--- config.mk ---
export PLATFORM = sky130hd
export DESIGN_NAME = vend_ctrl
export DESIGN_NICKNAME = d
export VERILOG_FILES = /design/src/rtl/vend_pkg.sv /design/src/rtl/change_picker.sv /design/src/rtl/vend_ctrl.sv
export SDC_FILE = /design/constraint.sdc
export NUM_CORES = 1
export LEC_CHECK = 0
export BUFFER_PORTS_ARGS = -buffer_cell sky130_fd_sc_hd__buf_2
export CAP_MARGIN = 20
export CORE_UTILIZATION = 61
export CTS_CLUSTER_DIAMETER = 50
export DETAILED_ROUTE_END_ITERATION = 10
export PLACE_DENSITY = 0.87
export SETUP_SLACK_MARGIN = 0.5
export SYNTH_ARGS = -nofsm -noshare
export SYNTH_HDL_FRONTEND = slang
export SYNTH_SLANG_ARGS = --single-unit
--- constraint.sdc ---
create_clock -name clk -period 3.9 [get_ports clk]
set_input_delay 0.585 -clock clk [delete_from_list [all_inputs] [get_ports clk]]
set_output_delay 0.585 -clock clk [all_outputs]
set_load 0.005 [all_outputs]
--- src/rtl/vend_pkg.sv ---
// Shared coin/product codes, their cent values, and the vending FSM state encoding.
package vend_pkg;

  localparam int unsigned VAL_W = 7;

  typedef enum logic [1:0] {
    COIN_NICKEL  = 2'b00,
    COIN_DIME    = 2'b01,
    COIN_QUARTER = 2'b10,
    COIN_DOLLAR  = 2'b11
  } coin_e;

  typedef enum logic [1:0] {
    ITEM_GUM     = 2'b00,
    ITEM_CANDY   = 2'b01,
    ITEM_COOKIES = 2'b10,
    ITEM_CHIPS   = 2'b11
  } item_e;

  typedef enum logic [1:0] {
    ST_IDLE   = 2'b00,
    ST_VEND   = 2'b01,
    ST_CHANGE = 2'b10
  } state_e;

  localparam logic [VAL_W-1:0] VAL_NICKEL  = 7'd5;
  localparam logic [VAL_W-1:0] VAL_DIME    = 7'd10;
  localparam logic [VAL_W-1:0] VAL_QUARTER = 7'd25;
  localparam logic [VAL_W-1:0] VAL_DOLLAR  = 7'd100;

  localparam logic [VAL_W-1:0] PRICE_GUM     = 7'd50;
  localparam logic [VAL_W-1:0] PRICE_CANDY   = 7'd75;
  localparam logic [VAL_W-1:0] PRICE_COOKIES = 7'd65;
  localparam logic [VAL_W-1:0] PRICE_CHIPS   = 7'd85;

  function automatic logic [VAL_W-1:0] coin_value(input coin_e c);
    case (c)
      COIN_NICKEL:  coin_value = VAL_NICKEL;
      COIN_DIME:    coin_value = VAL_DIME;
      COIN_QUARTER: coin_value = VAL_QUARTER;
      default:      coin_value = VAL_DOLLAR;
    endcase
  endfunction

  function automatic logic [VAL_W-1:0] item_price(input item_e i);
    case (i)
      ITEM_GUM:     item_price = PRICE_GUM;
      ITEM_CANDY:   item_price = PRICE_CANDY;
      ITEM_COOKIES: item_price = PRICE_COOKIES;
      default:      item_price = PRICE_CHIPS;
    endcase
  endfunction

endpackage

--- src/rtl/change_picker.sv ---
// Picks the largest of quarter/dime/nickel that does not exceed the remaining credit.
module change_picker
  import vend_pkg::*;
#(
  parameter int unsigned CREDIT_W = 8
) (
  input  logic [CREDIT_W-1:0] credit,
  output coin_e               coin_c,
  output logic [VAL_W-1:0]    value_c
);

  localparam int unsigned AW = (CREDIT_W > VAL_W) ? CREDIT_W : VAL_W;

  logic [AW-1:0] credit_ext;

  assign credit_ext = AW'(credit);

  always_comb begin
    coin_c  = COIN_NICKEL;
    value_c = VAL_NICKEL;
    if (credit_ext >= AW'(VAL_QUARTER)) begin
      coin_c  = COIN_QUARTER;
      value_c = VAL_QUARTER;
    end else if (credit_ext >= AW'(VAL_DIME)) begin
      coin_c  = COIN_DIME;
      value_c = VAL_DIME;
    end
  end

endmodule

--- src/rtl/vend_ctrl.sv ---
// Vending machine controller: credit accumulation, vend timing and coin change.
// Define VEND_CHANGE_EN to enable the CHANGE state (refund and change return).
module vend_ctrl
  import vend_pkg::*;
#(
  parameter int unsigned CREDIT_W    = 8,
  parameter int unsigned VEND_CYCLES = 4
) (
  input  logic                clk,
  input  logic                reset_n,
  input  logic                coin_valid,
  input  logic [1:0]          coin_type,
  input  logic                sel_valid,
  input  logic [1:0]          sel_item,
  input  logic                refund,
  output logic [CREDIT_W-1:0] credit,
  output logic                coin_reject,
  output logic                sel_nack,
  output logic                dispense_valid,
  output logic [1:0]          dispense_item,
  output logic                change_valid,
  output logic [1:0]          change_type,
  output logic                busy
);

  // One spare bit above the wider of credit/value so sums never overflow.
  localparam int unsigned AW    = ((CREDIT_W > VAL_W) ? CREDIT_W : VAL_W) + 1;
  localparam int unsigned CNT_W = 4;
  localparam logic [AW-1:0] CREDIT_MAX = {{(AW-CREDIT_W){1'b0}}, {CREDIT_W{1'b1}}};

  state_e              state_q, state_d;
  logic [CREDIT_W-1:0] credit_q, credit_d;
  logic [CNT_W-1:0]    cnt_q, cnt_d;
  logic                coin_reject_q, coin_reject_d;
  logic                sel_nack_q, sel_nack_d;
  logic                dispense_valid_q, dispense_valid_d;
  logic [1:0]          dispense_item_q, dispense_item_d;
  logic                change_valid_q, change_valid_d;
  logic [1:0]          change_type_q, change_type_d;
  logic                busy_q, busy_d;

  logic [AW-1:0] credit_ext, coin_sum, price_ext;

  assign credit_ext = AW'(credit_q);
  assign coin_sum   = credit_ext + AW'(coin_value(coin_e'(coin_type)));
  assign price_ext  = AW'(item_price(item_e'(sel_item)));

`ifdef VEND_CHANGE_EN
  coin_e            pick_coin_c;
  logic [VAL_W-1:0] pick_value_c;

  change_picker #(.CREDIT_W(CREDIT_W)) u_change_picker (
    .credit  (credit_q),
    .coin_c  (pick_coin_c),
    .value_c (pick_value_c)
  );
`else
  logic unused_refund;
  assign unused_refund = refund;
`endif

  // Next-state and registered-output computation.
  always_comb begin
    state_d          = state_q;
    credit_d         = credit_q;
    cnt_d            = cnt_q;
    coin_reject_d    = 1'b0;
    sel_nack_d       = 1'b0;
    dispense_valid_d = 1'b0;
    dispense_item_d  = dispense_item_q;
    change_valid_d   = 1'b0;
    change_type_d    = 2'b00;

    unique case (state_q)
      ST_IDLE: begin
        dispense_item_d = 2'b00;
        if (coin_valid) begin
          if (coin_sum <= CREDIT_MAX) begin
            credit_d = CREDIT_W'(coin_sum);
          end else begin
            coin_reject_d = 1'b1;
          end
          sel_nack_d = sel_valid;
        end else if (sel_valid) begin
          if (credit_ext >= price_ext) begin
            credit_d         = CREDIT_W'(credit_ext - price_ext);
            cnt_d            = CNT_W'(VEND_CYCLES - 1);
            dispense_valid_d = 1'b1;
            dispense_item_d  = sel_item;
            state_d          = ST_VEND;
          end else begin
            sel_nack_d = 1'b1;
          end
        end
`ifdef VEND_CHANGE_EN
        else if (refund && (credit_q != '0)) begin
          state_d = ST_CHANGE;
        end
`endif
      end

      ST_VEND: begin
        coin_reject_d = coin_valid;
        sel_nack_d    = sel_valid;
        if (cnt_q != '0) begin
          cnt_d            = cnt_q - CNT_W'(1);
          dispense_valid_d = 1'b1;
        end else begin
          dispense_item_d = 2'b00;
`ifdef VEND_CHANGE_EN
          state_d = (credit_q != '0) ? ST_CHANGE : ST_IDLE;
`else
          state_d = ST_IDLE;
`endif
        end
      end

`ifdef VEND_CHANGE_EN
      ST_CHANGE: begin
        coin_reject_d  = coin_valid;
        sel_nack_d     = sel_valid;
        change_valid_d = 1'b1;
        change_type_d  = pick_coin_c;
        credit_d       = credit_q - CREDIT_W'(pick_value_c);
        if (credit_d == '0) begin
          state_d = ST_IDLE;
        end
      end
`endif

      default: begin
        state_d = ST_IDLE;
      end
    endcase

    busy_d = (state_d != ST_IDLE);
  end

  always_ff @(posedge clk or negedge reset_n) begin
    if (!reset_n) begin
      state_q          <= ST_IDLE;
      credit_q         <= '0;
      cnt_q            <= '0;
      coin_reject_q    <= 1'b0;
      sel_nack_q       <= 1'b0;
      dispense_valid_q <= 1'b0;
      dispense_item_q  <= 2'b00;
      change_valid_q   <= 1'b0;
      change_type_q    <= 2'b00;
      busy_q           <= 1'b0;
    end else begin
      state_q          <= state_d;
      credit_q         <= credit_d;
      cnt_q            <= cnt_d;
      coin_reject_q    <= coin_reject_d;
      sel_nack_q       <= sel_nack_d;
      dispense_valid_q <= dispense_valid_d;
      dispense_item_q  <= dispense_item_d;
      change_valid_q   <= change_valid_d;
      change_type_q    <= change_type_d;
      busy_q           <= busy_d;
    end
  end

  assign credit         = credit_q;
  assign coin_reject    = coin_reject_q;
  assign sel_nack       = sel_nack_q;
  assign dispense_valid = dispense_valid_q;
  assign dispense_item  = dispense_item_q;
  assign change_valid   = change_valid_q;
  assign change_type    = change_type_q;
  assign busy           = busy_q;

endmodule

==> summary.md <==
The flow ran to the end, and the final reports show no timing, DRC or antenna violations. The floorplan step set the die width to 54.45 um. The internal power of the cells came out at 0.0007239 W. Yosys printed 0 warnings. The period utilization was 0.7851. Measured along the y axis, the die boundary spans 54.45 um. The data required time at the worst endpoint came out at 4.11 ns. The detailed router placed 1421 vias in this run. After detailed routing, the met2 layer carries 1767 um of wire. Ranked by total cell area, the synthesized netlist is headed by dfrtp_1 30%, ha_1 16%, a21oi_1 4.5%. TritonCTS built the clock tree. The floorplan core area was 2545 um^2. Number of buffers added by the clock tree synthesis step: 3. The first detailed-routing pass took 4 iterations. Port buffering added 21 buffers. Setup repair after global routing left no endpoint under its margin. The transition time at the pin with the least slew margin works out to 0.7260 ns. The maximum number of pins on one net before global-route repair came out at 21. The run gives 0.292 as the proportion of power drawn by flip-flops and latches. Fraction of layout instances using a drive strength above 1: 0.1731. The setup path with the least slack is of type in2reg. The share of synthesized flip-flops with an asynchronous set or reset was 1.000.

The number of top-level pins was 26; the final number of hold-violating endpoints was 0. Measured in cells, the most critical reg-to-reg path has a length of 7. After detailed routing, the average wire length per cell comes to 14.96 um. Summing all non-filler instances in the final layout gives an area of 1842 um^2.

The power density relative to cell area is 707.6 nW/um^2, and the area enclosed by the die boundary is 2964 um^2. The fraction of power spent switching nets was 0.4445; the routability congestion estimate was 0.9108. The biggest area contributor in the post-synthesis netlist is dfrtp_1. The analysis attributes to cell leakage a power of 0.9186 nW. Before CTS, the worst setup slack after placement is 0.5360 ns. The post-detailed-route count of antenna-violating nets came out at 0. Each instance of the synthesized netlist takes up on average 9.021 um^2. The overall routed net length was 3560 um. The number of pins exceeding their max-slew limit in the final report came out at 0. The initialized floorplan defines 18 standard-cell rows.

The hold-fix buffer count after cts came out at 0. Leaving out fill and tap cells, the most frequent cell in the layout is ha_1. Clock skew on the completed layout was measured at 0.001315 ns.

The cell area that synthesis handed to floorplanning was 1678 um^2. The critical path capture point type is a flop. The met1 wire length was 1493 um; the arrival time at the worst endpoint was 3.27 ns. The tools report the setup fix buffers added after clock tree synthesis as 0. Number of global-route vias before repair: 1362.

Across the whole layout, storage elements account for 500.5 um^2. In the synthesized netlist the dominant register cell turns out to be dfrtp_1. Across the VDD grid, the largest voltage drop is 529.1 uV. After detailed routing, the met3 layer carries 186 um of wire. The run gives 0.6593 as the initial core utilization. The tool flagged a number of max-cap violations equal to 0. The tools report the placed instance area as 1789 um^2.

Synthesis inferred 20 register bits. In this run, distinct cell masters in the synthesized netlist total 52. The analysis attributes to net switching a power of 0.0005793 W. The worst max-slew margin expressed relative to the limit is 0.5134, and the slack of the critical path is 0.8380 ns. Using the TritonRoute via totals, the vias-per-cell ratio works out to 5.971. The count of flip-flops with a built-in enable after synthesis was 0. The total overflow left after global routing is 0.

The smallest clock period supported by the final layout is computed as 3.062 ns. For this run, design rule violations remaining after detail routing come to 0. The multi-input gate area in the final layout was 1079 um^2.

The logs give 0.2983 for the sequential share of the synthesized area and 20 for the number of clock sinks. The H-tree depth is 1, and the aggregate negative setup slack is 0 ns. The top cell types in the final layout, fill and taps aside, are 22 x ha_1, 21 x buf_2, 20 x dfrtp_1.

Signal routing reaches up to met4. The clock passes through at most 2 buffers. Maximum fanout along the worst path: 11. Global router's overall resource usage: 0.2795. After clock tree synthesis, the clock-pin slew on the worst setup and hold paths is 0.12 ns. In this run, post-CTS repair resized a total of 0 instances. The first routing iteration left 35 violations.

Setup violations remaining at the end of the flow were counted as 0. The part of the power in the clock network was 0.133. The count of inserted antenna diode cells is 0. The final layout net count came out at 242.

The top-area cell type share of the netlist area is 0.2983, and the cell count after synthesis is 186. The layout has 201 filler cells. Root buffer selected by CTS: clkbuf_4. The tightest min-delay check is of the in2async type.

The clock reaches the later pin of the worst-skew pair after 0.32 ns. STA classifies the critical path startpoint as an input pin. First-pass GRT wire length: 5851 um. Summed over all nets, the half-perimeter wirelength after detailed placement is 2799 um. Compared with the post-synthesis result, the final layout area differs by 9.769%. The run gives 0 as the initial antenna violation count. Static timing analysis puts the maximum clock frequency at 326.6 MHz.

The logs give 0.574 for the power share of the combinational group and 0.1934 ns for the final-layout worst hold slack.
-- logic make-up after synthesis --
kind of cell,synth area share
xor+xnor,0.03654
fa+ha+maj,0.1879
other cells,0.002235
simple gates,0.1626
flops,0.2983
buf+inv,0.06561
mux,0.01939
compound gates,0.2275
-- metrics by stage --
| step | instances | utilization | total power (W) |
|---|---|---|---|
| final | 238 | 0.7237 | 0.001303 |
| after global routing | 238 | 0.7237 | 0.001418 |
| after CTS | 238 | 0.7237 | 0.001295 |
| after detailed placement | 234 | 0.7030 | 0.001118 |
| after global placement | 234 | 0.7030 | 0.001067 |
| after floorplan | 189 | - | 0.0009282 |
-- power by group through the flow --
stage / Combinational [W] / Sequential (W) / Clock [W]
final: 0.000748 / 0.000381 / 0.000174
after global routing: 0.000842 / 0.000393 / 0.000183
after CTS: 0.000742 / 0.000379 / 0.000174
after detailed placement: 0.000736 / 0.000382 / 0
after global placement: 0.000691 / 0.000375 / 0
after floorplan: 0.000571 / 0.000357 / 0
-- Yosys cell counts, drive strengths merged (2+ instances only) --
cell	count
nand2	15
a21oi	17
a22o	2
nor3	3
xnor2	5
nand3	4
fa	2
xor2	2
a21boi	2
and3	3
dfrtp	20
o21a	2
a211oi	5
inv	18
nand2b	4
mux2	2
nor2	17
or3	3
buf	5
o21bai	2
o21ai	10
ha	22
nor2b	2
-- path summary, 6_finish.rpt --
kind / startpoint / endpoint / slack [ns]
max: sel_item[0] / credit[6] / 0.84
min: reset_n / cnt_q[2] / 0.19
max reg2reg: credit[5] / credit[6] / 1.11
min reg2reg: dispense_item[0] / dispense_item[0] / 0.50
max in group asynchronous: reset_n / credit[5] / 3.40
min in group clk: dispense_item[0] / dispense_item[0] / 0.50
-- worst max-delay path, stage by stage --
cell and delay (ns):
buf_2 0.13, inv_1 0.05, ha_1 0.24, o21ai_0 0.23
ha_1 0.28, and4_1 0.17, a21oi_1 0.29, nor2_1 0.15
nor3_2 0.64, nor3_1 0.17, a2111oi_2 0.33
-- registers in the layout, indices dropped and copies added (netlist names) --
signal,flops
state_q,2
dispense_valid,1
coin_reject,1
sel_nack,1
credit,8
busy,1
cnt_q,4
dispense_item,2
-- metal layers --
metal,vias to the layer above,global-route usage
li1,696,-
met1,659,0.3431
met2,55,0.4756
met3,11,0.03056
met4,0,0.1496
met5,-,0
-- area by class of cell --
cell class | count | area share
clock buffer | 3 | 0.01223
clock inverter | 1 | 0.01630
inverter | 18 | 0.03668
multi-input combinational | 145 | 0.5856
sequential | 20 | 0.2717
tap | 30 | 0.02038
timing repair buffer | 21 | 0.05707
Note: power is estimated with default switching activity, not from simulation.
